File: src/rtl/truth_table_sweeper.sv
// truth_table_sweeper
//
// Drives every input vector 0 .. 2**N_IN-1 into an external combinational DUT.
// Each vector is held for DWELL cycles. The DUT output y_in is sampled on the
// last cycle of each vector and compared against a golden truth table. The
// golden table is captured once, when the sweep starts.
//
// Parameters
//   N_IN   number of DUT inputs driven (1..6)
//   DWELL  clock cycles each vector is held (1..1023)
//
// Ports
//   clk           sole clock, rising edge
//   reset         synchronous active-high reset
//   start         begin a sweep (honoured in IDLE and DONE, ignored in RUN)
//   expected      golden truth table, bit i = expected y for vector i
//   y_in          DUT output under test
//   vec           vector currently driven to the DUT
//   busy          sweep in progress
//   done          holding the result of a completed sweep
//   pass          done and no mismatches
//   captured      measured truth table, bit i = y_in sampled for vector i
//   mismatch_cnt  number of vectors where y_in differed from expected
module truth_table_sweeper #(
    parameter int unsigned N_IN  = 3,
    parameter int unsigned DWELL = 10
) (
    input  logic                   clk,
    input  logic                   reset,
    input  logic                   start,
    input  logic [2**N_IN-1:0]     expected,
    input  logic                   y_in,
    output logic [N_IN-1:0]        vec,
    output logic                   busy,
    output logic                   done,
    output logic                   pass,
    output logic [2**N_IN-1:0]     captured,
    output logic [N_IN:0]          mismatch_cnt
);

    localparam int unsigned NumVec = 2 ** N_IN;
    localparam int unsigned DwW    = (DWELL > 1) ? $clog2(DWELL) : 1;

    localparam logic [DwW-1:0]  DwellLast = DwW'(DWELL - 1);
    localparam logic [N_IN-1:0] VecLast   = {N_IN{1'b1}};

    typedef enum logic [1:0] {
        StIdle = 2'd0,
        StRun  = 2'd1,
        StDone = 2'd2
    } state_e;

    state_e              state_q, state_d;
    logic [N_IN-1:0]     vec_q, vec_d;
    logic [DwW-1:0]      dwell_q, dwell_d;
    logic [NumVec-1:0]   exp_q, exp_d;
    logic [NumVec-1:0]   cap_q, cap_d;
    logic [N_IN:0]       mis_q, mis_d;

    // Next-state logic
    always_comb begin
        state_d = state_q;
        vec_d   = vec_q;
        dwell_d = dwell_q;
        exp_d   = exp_q;
        cap_d   = cap_q;
        mis_d   = mis_q;

        case (state_q)
            StIdle, StDone: begin
                if (start) begin
                    state_d = StRun;
                    vec_d   = '0;
                    dwell_d = '0;
                    cap_d   = '0;
                    mis_d   = '0;
                    exp_d   = expected;
                end
            end

            StRun: begin
                if (dwell_q == DwellLast) begin
                    // Last cycle of this vector: record the sample.
                    cap_d[vec_q] = y_in;
                    // One increment per vector at most, so the
                    // N_IN+1 bit counter tops out at 2**N_IN and cannot wrap.
                    if (y_in != exp_q[vec_q]) begin
                        mis_d = mis_q + (N_IN + 1)'(1);
                    end
                    if (vec_q == VecLast) begin
                        state_d = StDone;
                    end else begin
                        vec_d   = vec_q + N_IN'(1);
                        dwell_d = '0;
                    end
                end else begin
                    dwell_d = dwell_q + DwW'(1);
                end
            end

            default: begin
                state_d = StIdle;
            end
        endcase
    end

    // State registers; reset takes priority over everything.
    always_ff @(posedge clk) begin
        if (reset) begin
            state_q <= StIdle;
            vec_q   <= '0;
            dwell_q <= '0;
            exp_q   <= '0;
            cap_q   <= '0;
            mis_q   <= '0;
        end else begin
            state_q <= state_d;
            vec_q   <= vec_d;
            dwell_q <= dwell_d;
            exp_q   <= exp_d;
            cap_q   <= cap_d;
            mis_q   <= mis_d;
        end
    end

    // Outputs come only from registered state.
    always_comb begin
        vec          = vec_q;
        captured     = cap_q;
        mismatch_cnt = mis_q;
        busy         = (state_q == StRun);
        done         = (state_q == StDone);
        pass         = (state_q == StDone) && (mis_q == '0);
    end

endmodule
File: config.mk
export PLATFORM = sky130hd
export DESIGN_NAME = truth_table_sweeper
export DESIGN_NICKNAME = d
export VERILOG_FILES = /design/src/rtl/truth_table_sweeper.sv
export SDC_FILE = /design/constraint.sdc
export NUM_CORES = 1
export LEC_CHECK = 0
export ABC_AREA = 1
export BUFFER_PORTS_ARGS = -buffer_cell sky130_fd_sc_hd__buf_4
export CORE_MARGIN = 5
export CORE_UTILIZATION = 45
export CTS_BUF_LIST = sky130_fd_sc_hd__clkbuf_4 sky130_fd_sc_hd__clkbuf_8
export DETAILED_ROUTE_END_ITERATION = 10
export GPL_TIMING_DRIVEN = 0
export HOLD_SLACK_MARGIN = 0.1
export PLACE_DENSITY = 0.77
export REMOVE_ABC_BUFFERS = 1
export SETUP_SLACK_MARGIN = 0.05
export SYNTH_ARGS = -nofsm -noshare
export SYNTH_HDL_FRONTEND = slang
export SYNTH_SLANG_ARGS = --single-unit
File: constraint.sdc
create_clock -name clk -period 2 [get_ports clk]
set_input_delay 0.3 -clock clk [delete_from_list [all_inputs] [get_ports clk]]
set_output_delay 0.3 -clock clk [all_outputs]
set_load 0.005 [all_outputs]
==> results.md <==
- Clock latency on the worst-skew pair, taken at its later pin, is roughly 0.33 ns.
- The largest net degree at the start of global routing is 17.
- The detail-routed via count per cell is 4.77.
- The total wirelength of the detailed-routed design is 3060 um.
- In this run the power density over the cells is between 700 and 800 nW/um2.
- Setup violations remaining at the end of the flow were counted as 0.
- The clock period could shrink to 1.63 ns.
- Summed over all layers, the global routing overflow is 0.
- The repair_antennas step left the layout with diodes totalling 0.
- The leakage power total is 0.000851 uW.
- The achievable clock frequency is 615 MHz.
- The final worst hold slack is 0.196 ns.
- In this run the worst path has a maximum fanout of 12.
- The Yosys step of the flow raised 0 warnings.
- The post-route clock period utilization is 81.3%.
- The startpoint of the most critical register-to-register path is vec[0].
- Across every metal layer, demand over resource in global routing totals 13.3%.
- Summing every instance area after synthesis gives 1600 um2.
- The required time of the critical path is 2.25 ns.
- The flow ran to the end, and the final reports show no timing, DRC or antenna violations.
- The highest ir drop seen on vdd is roughly 0.42 mV.
- The dominant register cell in the synthesized netlist is dfxtp_1.
- For the pin with the worst max-slew slack, the measured transition is 0.407 ns.
- The buffer count from post-CTS setup fixing is 0.
- The net count of the finished layout is between 200 and 300.
- Compared with the post-synthesis result, the final layout area differs by 19.1%.
- After detailed routing, the average wire length per cell comes to 10.2 um.
- The maximum level of the CTS H-tree is 2.
- The number of synthesized register bits is 29.
- Setup repair after global routing left no endpoint under its margin.
- The largest clock skew in the final design is 0.0161 ns.
- The number of I/O pins is 30.
- The floorplan step defined a die boundary enclosing ~4800 um2.
- Sorting the synthesized cells by how often they occur yields nand2_1, dfxtp_1, inv_1.
- Once detail routing completed, the nets flagged for antenna violations numbered 0.
- The overall via count from detail_route is 1436.
- The cell sitting at the root of the clock tree is a clkbuf_4.
- The most frequent cell after synthesis is nand2_1.
- Synthesis produced 226 cells.
- TritonCTS built the clock tree.
- The netlist uses 27 different library cells.
- The most critical setup path has its startpoint at vec[0].
- The clock buffer count from CTS is 5.
- The critical path launch point type is a flip-flop.
- The largest area contributor in the synthesized netlist is dfxtp_1.
- The worst slew margin relative to its limit is 72.8%.
- The category of the most critical setup path is reg2reg.
- The die is 69.5 um tall.
- After detailed routing, the number of remaining DRC violations is 0.
- The core region area is 3390 um2.
- Adding up every negative setup slack in the final design gives 0 ns.
- The number of global-route vias before repair came to 1230.
- The total design power is 1350 uW.
- The number of failing hold endpoints at the final stage is 0.
- The number of violations of the max-capacitance limit is 0.
- The maximum root-to-sink buffer count is 2.
- The sequential cells in the finished layout cover a total of 582 um2.
- The number of antenna violations at the first check in global routing is 0.
- After clock tree synthesis, the flow added hold-fix buffers numbering 0.
- The final max-slew violation count is 0.
- In this run the horizontal extent of the chip is 69.5 um.
- For this run, the register share of the synthesized area comes to 36.4%.
- Cells fill 56.0% of the core in the end.
- The class of the tightest hold or removal check is in2reg.
- The portion of synthesized cell area occupied by the leading cell type is 36.4%.
- The number of port buffers is 29.
- The area of combinational cells with multiple inputs is 808 um2.
- After legalization and detailed placement, the total HPWL measured 2340 um.
- The filler cells instantiated in the layout total roughly 330.
- The worst setup path is captured at a flip-flop.
- After the first detailed-routing iteration, the DRC count stood at 90.
- For the worst setup path, the data arrival time is between 1.5 and 2 ns.
- In the post-synthesis netlist, the biggest area contributors are dfxtp_1, nand2_1, inv_1.
- The starting density of the core is 47.1%.
- The first-pass GRT wire length is approximately 5300 um.
- The startpoint identified for the worst hold timing path is expected[6].
- Cells with a size suffix above 1 make up 26.3% of the layout.
- The synthesized design contains 0 enable-type register cells.
- For this run, the detailed router's first-pass iteration total came to 4.
- The clock net sink count is 29.
- The clock transition at the registers of the reported paths is about 0.10 ns.
- After floorplanning, the core was divided into 21 placement rows.
- The final weighted congestion in routability-driven placement is between 0.8 and 0.9.
- The share of flip-flops with an asynchronous set or reset is 0%.
- Averaged over all synthesized cells, the footprint is 7.06 um2.
metrics by stage:
| step | area (um2) | cells | worst slack (ns) |
|---|---|---|---|
| final | 1900 | 301 | 0.374 |
| after global routing | 1900 | 301 | 0.190 |
| after CTS | 1900 | 301 | 0.156 |
| after detailed placement | 1810 | 293 | 0.196 |
| after global placement | 1810 | 293 | 0.216 |
| after floorplan | 1530 | 218 | 0.400 |
area by class of cell:
| class | count | area share [%] |
|---|---|---|
| inverters | 35 | 7.64 |
| clock inverters | 1 | 1.58 |
| multi-input cells | 154 | 42.6 |
| flip-flops and latches | 29 | 30.6 |
| clock buffers | 7 | 3.10 |
| repair buffers | 29 | 11.5 |
| well taps | 46 | 3.03 |
logic make-up after synthesis:
logic type      synth area share [%]
compound gates                  15.2
fa+ha+maj                       4.71
buf+inv                         12.9
flops                           36.4
simple gates                    30.7
power by group:
part           switching, uW  leakage [uW]  internal [uW]  total, uW
clock network            199     0.0000489            312        511
registers               22.6      0.000237            605        628
logic                    127      0.000565           84.0        211
state kept, by name (all words and copies together), names as in the netlist:
signal	cells
captured	8
exp_q	8
dwell_q	4
mismatch_cnt	4
vec	3
state_q	2
final timing paths:
path | slack (ns) | depth (start not counted) | endpoint
setup / recovery | 0.37 | 8 | dwell_q[3]
hold / removal | 0.20 | 3 | exp_q[6]
setup reg to reg | 0.37 | 8 | dwell_q[3]
hold reg to reg | 0.46 | 2 | exp_q[5]
critical path, cell delays in order (launching register included):
cell and delay (ns):
dfxtp_2 0.53, ha_1 0.21, ha_1 0.13, nand3_1 0.13
o21ai_4 0.17, nor2_4 0.09, nor2_4 0.10, inv_2 0.05
nor3b_2 0.13
cells in the final DEF, fill, tap and decap left out, types with 5 or more instances in the layout:
cell type	instances
buf_4	29
o21ai_1	10
clkbuf_4	6
inv_1	27
inv_2	5
dfxtp_1	28
nand2_2	7
ha_1	6
a21oi_1	20
nand3_1	10
nand2_1	44
nor2_1	25
o21ai_0	10
routing by layer:
metal / vias to the layer above / share of wire, % / global-route usage, % / wire (um)
met5: - / 0 / 0 / 0
met1: 621 / 43 / 16.2 / 1330
met2: 36 / 48 / 21.6 / 1460
li1: 772 / - / - / -
met3: 7 / 7.1 / 4.49 / 219
met4: 0 / 1.8 / 5.21 / 54
repair_timing:
item / in CTS / in global routing
endpoints found under the hold margin: 0 / 0
resized for setup: 0 / 1
endpoints found under the setup margin: 0 / 2
No activity file was read; power rests on OpenSTA's default activity.
